**config.mk**
```make
export PLATFORM = sky130hd
export DESIGN_NAME = fnd_scan_capture_flat
export DESIGN_NICKNAME = d
export VERILOG_FILES = /design/src/rtl/fnd_scan_capture_if.sv /design/src/rtl/fnd_scan_capture.sv /design/src/flat_wrapper.sv
export SDC_FILE = /design/constraint.sdc
export NUM_CORES = 1
export LEC_CHECK = 0
export CAP_MARGIN = 20
export CORE_AREA = 2 2 145 112
export DETAILED_ROUTE_END_ITERATION = 7
export DIE_AREA = 0 0 147 114
export PLACE_DENSITY = 0.78
export SETUP_SLACK_MARGIN = 0.05
export SLEW_MARGIN = 25
export SYNTH_ARGS = -nofsm -noshare
export SYNTH_HDL_FRONTEND = slang
export SYNTH_SLANG_ARGS = --single-unit
```
**constraint.sdc**
```tcl
create_clock -name clk -period 4.8 [get_ports clk]
set_clock_uncertainty 0.1 [all_clocks]
set_input_delay 0.48 -clock clk [delete_from_list [all_inputs] [get_ports clk]]
set_output_delay 0.48 -clock clk [all_outputs]
set_load 0.05 [all_outputs]
```
**src/rtl/fnd_scan_capture_if.sv**
```systemverilog
// Display scan bus between a 7-segment driver (master) and the capture block (slave).
// The scan lines flow master->slave; the decoded word flows back slave->master.
interface fnd_scan_capture_if #(
  parameter int DIGITS = 8
);
  logic [7:0]          digit;
  logic [7:0]          fnd;
  logic [4*DIGITS-1:0] value;
  logic [DIGITS-1:0]   dp;
  logic [DIGITS-1:0]   bad;
  logic                value_valid;
  logic                value_changed;
  logic                scan_err;

  modport master (
    output digit, fnd,
    input  value, dp, bad, value_valid, value_changed, scan_err
  );

  modport slave (
    input  digit, fnd,
    output value, dp, bad, value_valid, value_changed, scan_err
  );
endinterface

```
**src/rtl/fnd_scan_capture.sv**
```systemverilog
// Samples a multiplexed 7-segment scan, decodes each glyph back to a hex nibble and
// publishes the whole word once two consecutive complete frames agree.
module fnd_scan_capture #(
  parameter int DIGITS        = 8,
  parameter int STABLE_CYCLES = 4
) (
  input  logic                 clk,
  input  logic                 reset,
  fnd_scan_capture_if.slave    bus
);

  localparam int CW = $clog2(STABLE_CYCLES) + 1;

  typedef enum logic [1:0] {WAIT_SEL, DWELL, SAMPLED} state_t;

  // Active-low segments {dp,g..a}; dp is ignored. Result is {bad, nibble}.
  function automatic logic [4:0] decode(input logic [6:0] seg);
    logic [4:0] r;
    case (seg)
      7'h40:   r = 5'h00;
      7'h79:   r = 5'h01;
      7'h24:   r = 5'h02;
      7'h30:   r = 5'h03;
      7'h19:   r = 5'h04;
      7'h12:   r = 5'h05;
      7'h02:   r = 5'h06;
      7'h78:   r = 5'h07;
      7'h00:   r = 5'h08;
      7'h10:   r = 5'h09;
      7'h08:   r = 5'h0A;
      7'h03:   r = 5'h0B;
      7'h46:   r = 5'h0C;
      7'h21:   r = 5'h0D;
      7'h06:   r = 5'h0E;
      7'h0E:   r = 5'h0F;
      default: r = 5'h10;
    endcase
    return r;
  endfunction

  state_t              state_q, state_d;
  logic [CW-1:0]       cnt_q, cnt_d;
  logic [7:0]          d_q, f_q, pd_q, pf_q;
  logic [DIGITS-1:0]   mask_q, mask_d;
  logic [4*DIGITS-1:0] fnib_q, fnib_d, pnib_q, pnib_d, value_q, value_d;
  logic [DIGITS-1:0]   fdp_q, fdp_d, pdp_q, pdp_d, odp_q, odp_d;
  logic [DIGITS-1:0]   fbad_q, fbad_d, pbad_q, pbad_d, obad_q, obad_d;
  logic                prv_ok_q, prv_ok_d, pub_q, pub_d, first_q, first_d;
  logic                valid_q, valid_d, changed_q, changed_d, err_q, err_d;

  logic [3:0] low_cnt;
  logic       low_in_range, legal, multi, same, sample, complete, frame_eq;
  logic [2:0] sel_idx;
  logic [4:0] dec;

  // NOTE: every always_comb output gets a default first so no path can infer a latch.
  always_comb begin
    low_cnt      = '0;
    low_in_range = 1'b0;
    sel_idx      = '0;
    for (int i = 0; i < 8; i++) low_cnt = low_cnt + 4'(!d_q[i]);
    for (int i = 0; i < DIGITS; i++) begin
      if (!d_q[i]) begin
        low_in_range = 1'b1;
        sel_idx      = 3'(i);
      end
    end
    legal = low_in_range && (low_cnt == 4'd1);
    multi = (low_cnt >= 4'd2);
    same  = (d_q == pd_q) && (f_q == pf_q);
    dec   = decode(f_q[6:0]);

    state_d = state_q;
    cnt_d   = cnt_q;
    sample  = 1'b0;
    case (state_q)
      WAIT_SEL: begin
        if (legal) begin
          state_d = DWELL;
          cnt_d   = CW'(1);
        end else begin
          cnt_d   = '0;
        end
      end
      DWELL: begin
        if (!legal) begin
          state_d = WAIT_SEL;
          cnt_d   = '0;
        end else if (!same) begin
          cnt_d   = CW'(1);
        end else if (cnt_q == CW'(STABLE_CYCLES - 1)) begin
          sample  = 1'b1;
          state_d = SAMPLED;
        end else begin
          cnt_d   = cnt_q + CW'(1);
        end
      end
      SAMPLED: begin
        if (!legal) begin
          state_d = WAIT_SEL;
          cnt_d   = '0;
        end else if (!same) begin
          state_d = DWELL;
          cnt_d   = CW'(1);
        end
      end
      default: begin
        state_d = WAIT_SEL;
        cnt_d   = '0;
      end
    endcase

    // A completed frame is compared against the previous one before it replaces it.
    complete = &mask_q;
    frame_eq = prv_ok_q && ({fnib_q, fdp_q, fbad_q} == {pnib_q, pdp_q, pbad_q});

    mask_d = complete ? '0 : mask_q;
    fnib_d = fnib_q;
    fdp_d  = fdp_q;
    fbad_d = fbad_q;
    if (sample) begin
      mask_d[sel_idx]           = 1'b1;
      fnib_d[4*sel_idx +: 4]    = dec[3:0];
      fdp_d[sel_idx]            = ~f_q[7];
      fbad_d[sel_idx]           = dec[4];
    end

    pnib_d   = complete ? fnib_q : pnib_q;
    pdp_d    = complete ? fdp_q  : pdp_q;
    pbad_d   = complete ? fbad_q : pbad_q;
    prv_ok_d = prv_ok_q | complete;
    pub_d    = complete && frame_eq;

    valid_d   = pub_q;
    changed_d = pub_q && (first_q || ({pnib_q, pdp_q, pbad_q} != {value_q, odp_q, obad_q}));
    value_d   = pub_q ? pnib_q : value_q;
    odp_d     = pub_q ? pdp_q  : odp_q;
    obad_d    = pub_q ? pbad_q : obad_q;
    first_d   = first_q && !pub_q;
    err_d     = err_q | multi;
  end

  // NOTE: sequential state uses non-blocking assignments so every flop samples pre-edge values.
  always_ff @(posedge clk) begin
    if (!reset) begin
      // NOTE: frame buffers are cleared too, so a stale frame can never match after reset.
      state_q   <= WAIT_SEL;
      cnt_q     <= '0;
      d_q       <= 8'hFF;
      f_q       <= 8'hFF;
      pd_q      <= 8'hFF;
      pf_q      <= 8'hFF;
      mask_q    <= '0;
      fnib_q    <= '0;
      fdp_q     <= '0;
      fbad_q    <= '0;
      pnib_q    <= '0;
      pdp_q     <= '0;
      pbad_q    <= '0;
      prv_ok_q  <= 1'b0;
      pub_q     <= 1'b0;
      first_q   <= 1'b1;
      value_q   <= '0;
      odp_q     <= '0;
      obad_q    <= '0;
      valid_q   <= 1'b0;
      changed_q <= 1'b0;
      err_q     <= 1'b0;
    end else begin
      state_q   <= state_d;
      cnt_q     <= cnt_d;
      d_q       <= bus.digit;
      f_q       <= bus.fnd;
      pd_q      <= d_q;
      pf_q      <= f_q;
      mask_q    <= mask_d;
      fnib_q    <= fnib_d;
      fdp_q     <= fdp_d;
      fbad_q    <= fbad_d;
      pnib_q    <= pnib_d;
      pdp_q     <= pdp_d;
      pbad_q    <= pbad_d;
      prv_ok_q  <= prv_ok_d;
      pub_q     <= pub_d;
      first_q   <= first_d;
      value_q   <= value_d;
      odp_q     <= odp_d;
      obad_q    <= obad_d;
      valid_q   <= valid_d;
      changed_q <= changed_d;
      err_q     <= err_d;
    end
  end

  assign bus.value         = value_q;
  assign bus.dp            = odp_q;
  assign bus.bad           = obad_q;
  assign bus.value_valid   = valid_q;
  assign bus.value_changed = changed_q;
  assign bus.scan_err      = err_q;

endmodule

```
**src/flat_wrapper.sv**
```systemverilog
// flat-port wrapper written by rule: the top's interface ports become plain ports
module fnd_scan_capture_flat 
#(
  parameter int DIGITS        = 8,
  parameter int STABLE_CYCLES = 4
)
  (clk, reset, bus_digit, bus_fnd, bus_value, bus_dp, bus_bad, bus_value_valid, bus_value_changed, bus_scan_err);
  fnd_scan_capture_if #(.DIGITS(DIGITS)) bus_i ();
  input  logic clk;
  input  logic reset;
  input wire logic [$bits(bus_i.digit)-1:0] bus_digit;
  input wire logic [$bits(bus_i.fnd)-1:0] bus_fnd;
  output wire logic [$bits(bus_i.value)-1:0] bus_value;
  output wire logic [$bits(bus_i.dp)-1:0] bus_dp;
  output wire logic [$bits(bus_i.bad)-1:0] bus_bad;
  output wire logic [$bits(bus_i.value_valid)-1:0] bus_value_valid;
  output wire logic [$bits(bus_i.value_changed)-1:0] bus_value_changed;
  output wire logic [$bits(bus_i.scan_err)-1:0] bus_scan_err;
  assign bus_i.digit = bus_digit;
  assign bus_i.fnd = bus_fnd;
  assign bus_value = bus_i.value;
  assign bus_dp = bus_i.dp;
  assign bus_bad = bus_i.bad;
  assign bus_value_valid = bus_i.value_valid;
  assign bus_value_changed = bus_i.value_changed;
  assign bus_scan_err = bus_i.scan_err;
  fnd_scan_capture #(.DIGITS(DIGITS), .STABLE_CYCLES(STABLE_CYCLES)) u_core (.clk(clk), .reset(reset), .bus(bus_i));
endmodule
```
==> impl_metrics.ini, run 1 <==
[synthesis]
syn-mean-instance-area_um2 = 9.01
ys_types = 59
synthFlopType = dfxtp_1
netlist_area_um2 = 8710
syn-num-nets = 996
syn-instance-count = 966
synth_edf_count = 0
ys_seq_area_share_pct = 44.8
yosysWarnings = 0
ys_seq_elements = 195
async_flop_share_pct = 0

[clock_tree]
post_cts_buffers = 0
cts_buffers = 17
postCtsHoldBufs = 0
htreeDepth = 4
tritoncts = yes
cts.clk_slew.worst_paths_ps = 80
root_buffer = clkbuf_16
clk_path_buf_depth = 2
numClockSinks = 195
cts_resized = 0
clkLatencyLatePin_ps = 440

[die]
initial_core_util_pct = 56.1
die_h_um = 114
rows = 40
io_pins = 69
dieArea_um2 = 16800
coreArea_um2 = 15500
die_w_um = 147

[layout]
layout_common_cells = dfxtp_1, nand2_1, mux2i_1
final_cells = 1228
diodes = 0
fillers = 1288
design_area_um2 = 10100
nets = 1035
drive_gt1_share_pct = 5.30
final_util_pct = 64.9
final_common_cell = dfxtp_1
syn2layout_area_growth_pct = 15.6

[placement]
dpl_cell_area_um2 = 9470
gp_congestion = 0.877
hpwl_um = 15200
port_buffers = 68
numPlacedInstances = 1196

[grt]
grt_pass1_vias = 6470
grt_pass1_wl_um = 34600
track_usage_pct = 26.6
antenna_found_initial = 0
grt_max_degree = 98
grt_overflow = 0

[setup_path]
crit_path_end_kind = flop
critPathMaxStageDelay_ps = 820
worstSetupPathDepth = 11
r2r_setup_slack_ps = 510
worstSetupPathType = flop to flop
worst_r2r_path_depth = 11
slowest_stage = or4b_2
cp-startpoint = u_core.d_q[1]
crit_family = adder cells
r2r_end = u_core.fnib_q[3]
worstPathRequired_ps = 5070
critical_path_arrival_ps = 4560
cp_common_cell = fa_1
r2r_start = u_core.d_q[1]
cp_num_buf_inv = 1
worstPathCellList = inv_1 -> ha_1 -> fa_1 -> fa_1 -> fa_1 -> fa_1 -> nor2_1 -> a21oi_1 -> or4b_2 -> nor3_4 -> mux2i_1
cp_max_fo = 9
crit_path_start_kind = flop

[timing]
setup_tns_ps = 0
worstMarginPinSlew_ps = 1020
finalCriticalPeriod_ps = 4290
setup_violations = 0
rsz0062_at_grt = false
hold_violations = 0
hold_ws_ps = 366
final-max-slew-violation-count = 0
slew_headroom_pct = 32.1
fmax_mhz = 233
finalCritPeriodShare_pct = 89.5

[detailed_routing]
drt_iter0_drc = 697
num_vias = 6920
first_pass_iters = 5
via_per_inst = 5.64
drc = 0
detail-route-antenna-nets = 0
routed_wl_um = 21400
wl_per_cell_um = 17.4

[min_path]
min_path_type = flop to flop
worstHoldStart = u_core.first_q
holdPathEnd = u_core.first_q
min_path_cells = 2

[power]
leakage_nw = 3.92
p_per_area_nw_per_um2 = 328
peakVddDrop_uv = 222

[outcome]
status = completed

[run]
maxCapViolCount = 0
synth_stat cells, types with 5 or more instances:
master      n  area share, %
dfxtp_1   195             45
nand2_1   170            7.3
mux2i_1    92             11
a21oi_1    65            3.7
nor2_1     64            2.8
xor2_1     55            5.5
xnor2_1    44            4.4
clkbuf_1   32            1.4
inv_1      27            1.2
nand4_1    25            1.8
nand2b_1   24            1.7
nor4_1     24            1.7
nand3_1    12           0.69
nor3_1     12           0.69
buf_1      10           0.43
buf_2       9           0.52
o21ai_0     9           0.52
ha_1        8            1.1
o22ai_1     6           0.43
a211oi_1    5           0.43
a311oi_1    5           0.50
where the power goes:
part | total, W | internal [W] | leakage, nW | switching [W]
clock network | 0.00144 | 0.000783 | 0.289 | 0.000658
registers | 0.00166 | 0.00163 | 1.58 | 0.0000266
logic | 0.000200 | 0.0000719 | 2.05 | 0.000128
layer usage:
layer,GRT usage [%],vias to the layer above,part of all wire (%)
li1,-,3378,-
met1,38.5,3287,47
met2,39.0,230,43
met3,7.68,25,8.4
met4,7.18,0,1.5
met5,0,-,0
sequential cells by signal, summed over array words and instances, names as in the netlist:
name,flops
u_core.cnt_q,3
u_core.pbad_q,8
u_core.prv_ok_q,1
u_core.bus.value,32
u_core.fbad_q,8
u_core.bus.value_changed,1
u_core.pf_q,8
u_core.f_q,8
u_core.state_q,2
u_core.bus.scan_err,1
u_core.fnib_q,32
u_core.bus.bad,8
u_core.mask_q,8
u_core.pub_q,1
u_core.bus.value_valid,1
u_core.pd_q,8
u_core.first_q,1
u_core.pdp_q,8
u_core.fdp_q,8
u_core.bus.dp,8
u_core.pnib_q,32
u_core.d_q,8
cell type report:
cell class                 instances  area (um2)  area share (%)
clock buffer                      17         425            4.22
tap                              210         263            2.61
sequential                       195        3910            38.8
clock inverter                    15         173            1.71
multi-input combinational        688        4470            44.4
inverter                          29         110            1.09
timing repair buffer              74         721            7.16
stage by stage:
stage,power (W),worst slack [ps]
2_1_floorplan,0.00184,824
3_3_place_gp,0.00189,650
3_5_place_dp,0.00190,552
4_1_cts,0.00332,499
5_1_grt,0.00342,353
6_report,0.00330,506
worst max path at each step:
stage | to | slack (ps)
global placement | u_core.fnib_q[3] | 650
finish | u_core.fnib_q[3] | 510
CTS | u_core.fnib_q[3] | 500
floorplan | u_core.fnib_q[2] | 820
global route | u_core.fnib_q[3] | 350
detailed placement | u_core.fnib_q[3] | 550
cell families (layout without fill, tap and decap cells):
logic type | count (synthesis) | after routing | synth area share (%)
buffers and inverters | 83 | 135 | 3.92
flip-flops | 195 | 195 | 44.8
adder cells (fa/ha/maj) | 12 | 12 | 2.07
multiplexers | 92 | 92 | 10.6
XOR/XNOR | 99 | 99 | 9.96
AO/OA/AOI/OAI | 115 | 115 | 7.95
AND/OR/NAND/NOR | 370 | 370 | 20.7
tightest hold or removal path, delay by kind of cell (launching register included):
family	cells	cell delay (ps)
AOI/OAI and AO/OA	1	60
buffers and inverters	1	50
DFF	1	320
(Power assumes the default switching activity.)
==> run 2, diff against run 1 <==
CORE_AREA = 2 2 156 120   (was 2 2 145 112)
DIE_AREA = 0 0 158 122   (was 0 0 147 114)
PLACE_DENSITY = 0.69   (was 0.78)
==> run 2 against run 1 <==
  * First-iteration DRC count down 2.4%
  * Power down 1.6%
  * Largest power group unchanged
  * Non-clock buffer count unchanged
  * Clock-buffer cell count unchanged
  * Global-route usage down 3.8 points
  * Die area up 15%
  * Sequential cell count unchanged
  * Sequential power about the same
  * Highest routed layer unchanged
==> impl_metrics.ini, run 2 (same netlist as run 1, synthesis figures left out) <==
[setup_path]
critical_path_arrival_ps = 4540
worstPathRequired_ps = 5060
cp_common_cell = fa_1
slowest_stage = or4b_2
worstSetupPathType = flop to flop
cp_max_fo = 9
crit_path_end_kind = flop
crit_path_start_kind = flop
r2r_setup_slack_ps = 520
r2r_start = u_core.d_q[1]
worst_r2r_path_depth = 11
critPathMaxStageDelay_ps = 820
worstPathCellList = inv_1 -> ha_1 -> fa_1 -> fa_1 -> fa_1 -> fa_1 -> nor2_1 -> a21oi_1 -> or4b_2 -> nor3_4 -> mux2i_1
r2r_end = u_core.fnib_q[2]

[die]
die_h_um = 122
die_w_um = 158
coreArea_um2 = 18000
initial_core_util_pct = 48.5
dieArea_um2 = 19300
rows = 43
io_pins = 69

[timing]
setup_violations = 0
hold_ws_ps = 358
fmax_mhz = 234
rsz0062_at_grt = false
finalCriticalPeriod_ps = 4280
setup_tns_ps = 0
slew_headroom_pct = 40.3
hold_violations = 0
finalCritPeriodShare_pct = 89.1
fin_ws_ps = 521
final-max-slew-violation-count = 0
worstMarginPinSlew_ps = 896

[clock_tree]
post_cts_buffers = 0
numClockSinks = 195
cts_resized = 0
cts_buffers = 17
htreeDepth = 4
postCtsHoldBufs = 0
root_buffer = clkbuf_16
clkLatencyLatePin_ps = 440
clk_path_buf_depth = 2
cts.clk_slew.worst_paths_ps = 70
tritoncts = yes

[power]
peakVddDrop_uv = 235
p_per_area_nw_per_um2 = 322
leakage_nw = 3.91

[layout]
syn2layout_area_growth_pct = 15.9
design_area_um2 = 10100
fillers = 1654
layout_common_cells = dfxtp_1, nand2_1, mux2i_1
final_util_pct = 56.2
diodes = 0
final_common_cell = dfxtp_1
drive_gt1_share_pct = 5.30
multi_input_area_um2 = 4480
seq_area_um2 = 3910
nets = 1035

[detailed_routing]
routed_wl_um = 21600
drc = 0
first_pass_iters = 5
num_vias = 6898
detail-route-antenna-nets = 0
via_per_inst = 5.45
wl_per_cell_um = 17.0
drt_iter0_drc = 680

[placement]
pre_cts_slack_ps = 549
port_buffers = 68
dpl_cell_area_um2 = 9520
gp_congestion = 0.855
hpwl_um = 15100

[grt]
track_usage_pct = 22.8
grt_pass1_wl_um = 33700
grt_overflow = 0
antenna_found_initial = 0
grt_pass1_vias = 6150
grt_max_degree = 85

[min_path]
worstHoldStart = u_core.mask_q[5]
min_path_type = flop to flop
min_path_cells = 2
holdPathEnd = u_core.mask_q[5]

[run]
maxCapViolCount = 0

[outcome]
status = completed
run 2: cell count changes in the layout (fill, tap and decap cells not counted), sizes merged:
| cell | before | now |
|---|---|---|
| inv | 34 | 36 |
| bufinv | 2 | 0 |
run 2: worst max path at each step:
stage / startpoint / to / slack, ps / cells past startpoint
after global placement: u_core.d_q[1] / u_core.fnib_q[3] / 640 / 11
after global routing: u_core.d_q[1] / u_core.fnib_q[2] / 290 / 11
final: u_core.d_q[1] / u_core.fnib_q[2] / 520 / 11
after CTS: u_core.d_q[1] / u_core.fnib_q[2] / 520 / 11
after floorplan: u_core.d_q[0] / u_core.fnib_q[2] / 820 / 12
after detailed placement: u_core.d_q[1] / u_core.fnib_q[1] / 550 / 11
run 2: layout make-up:
| cell class | count | area share [%] |
|---|---|---|
| Multi-Input combinational cell | 688 | 44.4 |
| Sequential cell | 195 | 38.7 |
| Timing Repair Buffer | 74 | 7.14 |
| Clock buffer | 17 | 4.22 |
| Tap cell | 247 | 3.06 |
| Clock inverter | 15 | 1.44 |
| Inverter | 29 | 1.09 |
run 2: critical path, delay by kind of cell (launching register included):
family	cells	cell delay, ps
compound gates	1	70
flops	1	390
fa+ha+maj	5	2050
mux	1	210
simple gates	3	1290
buf+inv	1	80
run 2: through the flow:
| step | power [W] | cells |
|---|---|---|
| 4_1_cts | 0.00327 | 1265 |
| 6_report | 0.00325 | 1265 |
| 3_5_place_dp | 0.00190 | 1233 |
| 5_1_grt | 0.00337 | 1265 |
| 3_3_place_gp | 0.00189 | 1233 |
| 2_1_floorplan | 0.00184 | 966 |
run 2: per-layer routing:
| metal | GRT usage [%] | part of all wire [%] | up-vias |
|---|---|---|---|
| li1 | - | - | 3379 |
| met1 | 34.6 | 50 | 3285 |
| met2 | 33.0 | 43 | 217 |
| met3 | 4.66 | 6.0 | 17 |
| met4 | 5.52 | 0.94 | 0 |
| met5 | 0 | 0 | - |
run 2: report_power, final:
group / total (W) / switching [W] / internal [W]
clock: 0.00139 / 0.000700 / 0.000692
combinational: 0.000198 / 0.000126 / 0.0000714
sequential: 0.00166 / 0.0000271 / 0.00163
total: 0.00325 / 0.000853 / 0.00240
